--- config.mk ---
export PLATFORM = sky130hd
export DESIGN_NAME = seven_seg_scanner
export DESIGN_NICKNAME = d
export VERILOG_FILES = /design/src/rtl/seven_seg_scanner.sv
export SDC_FILE = /design/constraint.sdc
export NUM_CORES = 1
export LEC_CHECK = 0
export BUFFER_PORTS_ARGS = -buffer_cell sky130_fd_sc_hd__buf_2
export CORE_MARGIN = 8
export CORE_UTILIZATION = 57
export DETAILED_ROUTE_END_ITERATION = 7
export PLACE_DENSITY = 0.78
export SETUP_SLACK_MARGIN = 0.02
export SLEW_MARGIN = 15
export SYNTH_ARGS = -nofsm -noshare
export SYNTH_HDL_FRONTEND = slang
export SYNTH_SLANG_ARGS = --single-unit
export TNS_END_PERCENT = 1
--- constraint.sdc ---
create_clock -name clk -period 2.4 [get_ports clk]
set_clock_uncertainty 0.05 [all_clocks]
set_input_delay 0.24 -clock clk [delete_from_list [all_inputs] [get_ports clk]]
set_output_delay 0.24 -clock clk [all_outputs]
set_load 0.03 [all_outputs]
--- src/rtl/seven_seg_scanner.sv ---
// seven_seg_scanner: N-digit common-anode 7-seg scanner with hex decode, blank/blink, guard and frame snapshot.
// Latency: an/seg/dp/frame_start are registered, one clock after the counter state that selects them.
// Backpressure: none; free-running scan. Optional build macro LEADING_ZERO_SUPPRESS_EN adds leading-zero suppression.
module seven_seg_scanner #(
  parameter int N_DIGITS     = 4,
  parameter int CLK_DIV      = 100000,
  parameter int GUARD        = 16,
  parameter int BLINK_FRAMES = 25
) (
  input  logic                  clk,
  input  logic                  rst,
  input  logic                  en,
  input  logic [4*N_DIGITS-1:0] data,
  input  logic [N_DIGITS-1:0]   dp_in,
  input  logic [N_DIGITS-1:0]   blank_mask,
  input  logic [N_DIGITS-1:0]   blink_mask,
  output logic [N_DIGITS-1:0]   an,
  output logic [6:0]            seg,
  output logic                  dp,
  output logic                  frame_start
);

  localparam int DIV_W = (CLK_DIV > 1) ? $clog2(CLK_DIV) : 1;
  localparam int IDX_W = (N_DIGITS > 1) ? $clog2(N_DIGITS) : 1;
  localparam int BLK_W = (BLINK_FRAMES > 1) ? $clog2(BLINK_FRAMES) : 1;

  localparam logic [DIV_W-1:0] DIV_LAST  = DIV_W'(CLK_DIV - 1);
  localparam logic [DIV_W-1:0] GUARD_END = DIV_W'(GUARD);
  localparam logic [IDX_W-1:0] IDX_LAST  = IDX_W'(N_DIGITS - 1);
  localparam logic [BLK_W-1:0] BLK_LAST  = BLK_W'(BLINK_FRAMES - 1);

  // Scan counters
  logic [DIV_W-1:0] div_cnt;
  logic [IDX_W-1:0] digit_idx;
  logic [BLK_W-1:0] blink_cnt;
  logic             blink_phase;
  logic             slot_end;
  logic             snap;

  // Frame-coherent copies of the display inputs
  logic [4*N_DIGITS-1:0] shadow_data;
  logic [N_DIGITS-1:0]   shadow_dp;
  logic [N_DIGITS-1:0]   shadow_blank;
  logic [N_DIGITS-1:0]   shadow_blink;

  // Next values for the registered outputs
  logic [3:0]          cur_nib;
  logic                cur_supp;
  logic                digit_vis;
  logic                drive;
  logic [N_DIGITS-1:0] an_nxt;
  logic [6:0]          seg_nxt;
  logic                dp_nxt;

  // Standard hex glyphs, bit order g..a, active-low
  function automatic logic [6:0] hex_glyph(input logic [3:0] nib);
    logic [6:0] g;
    case (nib)
      4'h0:    g = 7'b1000000;
      4'h1:    g = 7'b1111001;
      4'h2:    g = 7'b0100100;
      4'h3:    g = 7'b0110000;
      4'h4:    g = 7'b0011001;
      4'h5:    g = 7'b0010010;
      4'h6:    g = 7'b0000010;
      4'h7:    g = 7'b1111000;
      4'h8:    g = 7'b0000000;
      4'h9:    g = 7'b0010000;
      4'hA:    g = 7'b0001000;
      4'hB:    g = 7'b0000011;
      4'hC:    g = 7'b1000110;
      4'hD:    g = 7'b0100001;
      4'hE:    g = 7'b0000110;
      default: g = 7'b0001110;
    endcase
    return g;
  endfunction

  assign slot_end = (div_cnt == DIV_LAST);
  assign snap     = slot_end && (digit_idx == IDX_LAST);

  // Slot prescaler and digit pointer; wraps to digit 0 after the last slot
  always_ff @(posedge clk or posedge rst) begin
    if (rst) begin
      div_cnt   <= '0;
      digit_idx <= '0;
    end else if (slot_end) begin
      div_cnt   <= '0;
      digit_idx <= (digit_idx == IDX_LAST) ? '0 : digit_idx + 1'b1;
    end else begin
      div_cnt <= div_cnt + 1'b1;
    end
  end

  // Capture the inputs at the end of the last slot so a whole frame shows one coherent set
  always_ff @(posedge clk or posedge rst) begin
    if (rst) begin
      shadow_data  <= '0;
      shadow_dp    <= '0;
      shadow_blank <= '1;
      shadow_blink <= '0;
    end else if (snap) begin
      shadow_data  <= data;
      shadow_dp    <= dp_in;
      shadow_blank <= blank_mask;
      shadow_blink <= blink_mask;
    end
  end

  // Blink frame counter; advanced on the capture edge (one per frame_start) so a new
  // phase lands on the same slot as the new shadow values
  always_ff @(posedge clk or posedge rst) begin
    if (rst) begin
      blink_cnt   <= '0;
      blink_phase <= 1'b1;
    end else if (snap) begin
      if (blink_cnt == BLK_LAST) begin
        blink_cnt   <= '0;
        blink_phase <= ~blink_phase;
      end else begin
        blink_cnt <= blink_cnt + 1'b1;
      end
    end
  end

  assign cur_nib = shadow_data[{digit_idx, 2'b00} +: 4];

`ifdef LEADING_ZERO_SUPPRESS_EN
  logic [N_DIGITS-1:0] lz_supp;
  logic                zero_run;

  // A digit is a leading zero when it and every digit above it are zero; digit 0 is never suppressed
  always_comb begin
    lz_supp  = '0;
    zero_run = 1'b1;
    for (int i = N_DIGITS - 1; i >= 1; i--) begin
      zero_run   = zero_run && (shadow_data[4*i +: 4] == 4'h0);
      lz_supp[i] = zero_run;
    end
  end

  assign cur_supp = lz_supp[digit_idx];
`else
  assign cur_supp = 1'b0;
`endif

  // Visibility, guard phase and cathode pattern for the slot currently being scanned
  always_comb begin
    digit_vis = en && !shadow_blank[digit_idx]
                && !(shadow_blink[digit_idx] && !blink_phase)
                && (!cur_supp || shadow_dp[digit_idx]);
    drive     = digit_vis && (div_cnt >= GUARD_END);
    an_nxt    = '1;
    if (drive) begin
      an_nxt = ~(N_DIGITS'(1) << digit_idx);
    end
    seg_nxt = cur_supp ? 7'h7F : hex_glyph(cur_nib);
    dp_nxt  = !(drive && shadow_dp[digit_idx]);
  end

  // Output registers; reset drives every pin inactive
  always_ff @(posedge clk or posedge rst) begin
    if (rst) begin
      an          <= '1;
      seg         <= '1;
      dp          <= 1'b1;
      frame_start <= 1'b0;
    end else begin
      an          <= an_nxt;
      seg         <= seg_nxt;
      dp          <= dp_nxt;
      frame_start <= snap;
    end
  end

endmodule

==> run summary <==
status -> finished clean
pre-CTS setup slack -> 0.1866 ns
Critical Path AT -> 2.42 ns
Post-synth top flop -> dfrtp_1
antenna-violating nets left -> 0
start of the worst register-to-register path -> div_cnt[0]
cell at the slowest stage of the critical path -> dfrtp_1
Worst Path Max Fanout -> 5
synthesis-to-finish area growth -> 16.98%
Reg clk slew, reported paths -> 0.08 ns
Detailed Place HPWL -> 4404 um
critical path class -> register to register
commonest non-fill, non-tap cell in the layout -> dfrtp_1
largest net degree at the start of global routing -> 39
Bufs and invs on worst path -> 0
final core occ -> 67.94%
synthesized net count -> 298
setup TNS -> 0 ns
layout cell share with drive strength beyond 1 -> 41.35%
Synth area leaders -> dfrtp_1, dfstp_2, mux2_2
Post-synth EDFFs -> 0
max-slew violations -> 0
Worst Hold Launch -> data[13]
ANT cells -> 0
Pre-antenna DRT Iters -> 4
H-tree depth -> 3
crit path launch type -> register
largest area contributor in the netlist -> dfrtp_1
CP max stage delay -> 0.42 ns
Synth Register Bits -> 66
final WL -> 6111 um
num rows -> 27
Residual DRC -> 0
CTS tree -> yes
relative slew slack -> 58.38%
die area -> 0.008138 mm2
Root Buffer Master -> clkbuf_8
final period utilization -> 93.65%
final hold violation count -> 0
RSZ-0062 raised after global routing -> no
later-pin clock latency in the skew report -> 0.35 ns
synthesized cell area -> 0.003139 mm2
via count -> 2099
max_cap viols -> 0
post-synthesis sequential area ratio -> 53.29%
GRT Overall Usage -> 16.21%
# setup viols final -> 0
gpl congestion -> 0.8390
Initial Util -> 58.08%
most frequent cells in the layout -> dfrtp_1, buf_2, mux2_2, dfstp_2, nand2_1
clock sink count -> 66
vias in the first global route -> 2279
vias per cell -> 5.466
Least-Margin Pin Slew -> 0.6234 ns
Syn Area/Cell -> 12.41 um2
delay-heaviest family, CP -> simple AND/OR/NAND/NOR gates
PortBufs -> 43
Pwr Density -> 551.5 mW/mm2
drt first-iter violations -> 93
Num CTS Buffers -> 9
IO Count -> 44
Syn Inst Count -> 253
Period minus WS final -> 2.248 ns
worst setup margin -> 0.1523 ns
initial antenna violation count -> 0
worst path cell trace -> ha_1, nand4_2, or3_1, o41a_1, or3_1
Hold WC Path Type -> primary input to register
Max rail drop VDD -> 0.3653 mV
final layout net count -> 352
Yosys cell types -> 38
die span in y -> 90.21 um
Synth warnings -> 0
first-pass GRT wire length -> 10710 um
Synth top area share -> 39.06%
fraction of registers with async set/reset -> 100.0%
Max Freq -> 444.9 MHz
Worst R2R Setup Slack -> 0.15 ns
CP required -> 2.57 ns
DIE WIDTH -> 90.21 um
core footprint -> 0.005405 mm2
clk buf depth -> 2
GRT Residual Overflow -> 0
crit-path most repeated cell -> or3_1
launch point of the worst path -> div_cnt[0]
wire length per cell -> 15.91 um
CP endpoint kind -> register
Leak -> 0.001694 uW
-- cell usage after synthesis (all sizes together) (4+ instances only) --
master   n
nor4     5
dfrtp   49
inv     16
o21ai    7
nor3     4
mux4     7
nand2   16
dfstp   17
buf      4
nand4    5
nand3   11
nor2    15
xor2     5
mux2    33
ha      14
xnor2    9
-- flip-flops by register name, indices dropped and copies added, names as in the netlist --
name          cells
digit_idx         2
dp                1
an                4
blink_cnt         5
frame_start       1
blink_phase       1
shadow_blink      4
shadow_blank      4
seg               7
shadow_dp         4
shadow_data      16
div_cnt          17
-- cell families after synthesis --
| group | Yosys count | share of synthesized area, % |
|---|---|---|
| AO/OA/AOI/OAI | 20 | 4.424 |
| adder cells (fa/ha/maj) | 14 | 5.580 |
| AND/OR/NAND/NOR | 75 | 12.67 |
| multiplexers | 41 | 17.18 |
| buffers and inverters | 23 | 2.949 |
| flip-flops | 66 | 53.29 |
| XOR/XNOR | 14 | 3.906 |
-- per-layer routing --
metal / vias up / routed length, um / share of wire (%) / GRT usage [%]
li1: 1002 / - / - / -
met1: 1026 / 2768 / 45 / 20.39
met2: 63 / 2853 / 47 / 24.91
met3: 8 / 402 / 6.6 / 5.653
met4: 0 / 86 / 1.4 / 6.657
met5: - / 0 / 0 / 0
-- path summary, 6_finish.rpt --
check	endpoint	cells past startpoint
worst max-delay path	blink_cnt[4]	5
worst min-delay path	shadow_data[13]	2
worst max register to register	blink_cnt[4]	5
worst min register to register	blink_phase	1
max in group asynchronous	shadow_blank[3]	4
min in group asynchronous	div_cnt[13]	3
-- report_power, final --
group,switching (uW),internal [uW]
Clock,453,402
Sequential,0.149,1110
Combinational,32.5,22.9
Total,486,1540
-- repair_timing --
item | 4_1_cts | 5_1_grt
hold endpoints to repair | 19 | 0
setup endpoints to repair | 0 | 1
buffers inserted | 0 | 0
hold buffers | 1 | 0
resized for setup | 0 | 1
-- stage by stage --
step | cells | total power, uW | hold WS [ns] | instance area (um2)
2_1_floorplan | 253 | 1155 | 0.3417 | 3139
3_3_place_gp | 367 | 1191 | 0.3035 | 3482
3_5_place_dp | 367 | 1191 | 0.3134 | 3482
4_1_cts | 384 | 2041 | 0.05991 | 3671
5_1_grt | 384 | 2094 | 0.05650 | 3672
6_report | 384 | 2025 | 0.06818 | 3672
-- layout make-up --
type / count / area (um2)
flip-flops and latches: 66 / 1674
repair buffers: 50 / 295.3
multi-input cells: 164 / 1374
fillers: 434 / 1733
clock inverters: 6 / 41.29
clock buffers: 10 / 137.6
inverters: 16 / 60.06
well taps: 72 / 90.09
Note: power is estimated with default switching activity, not from simulation.
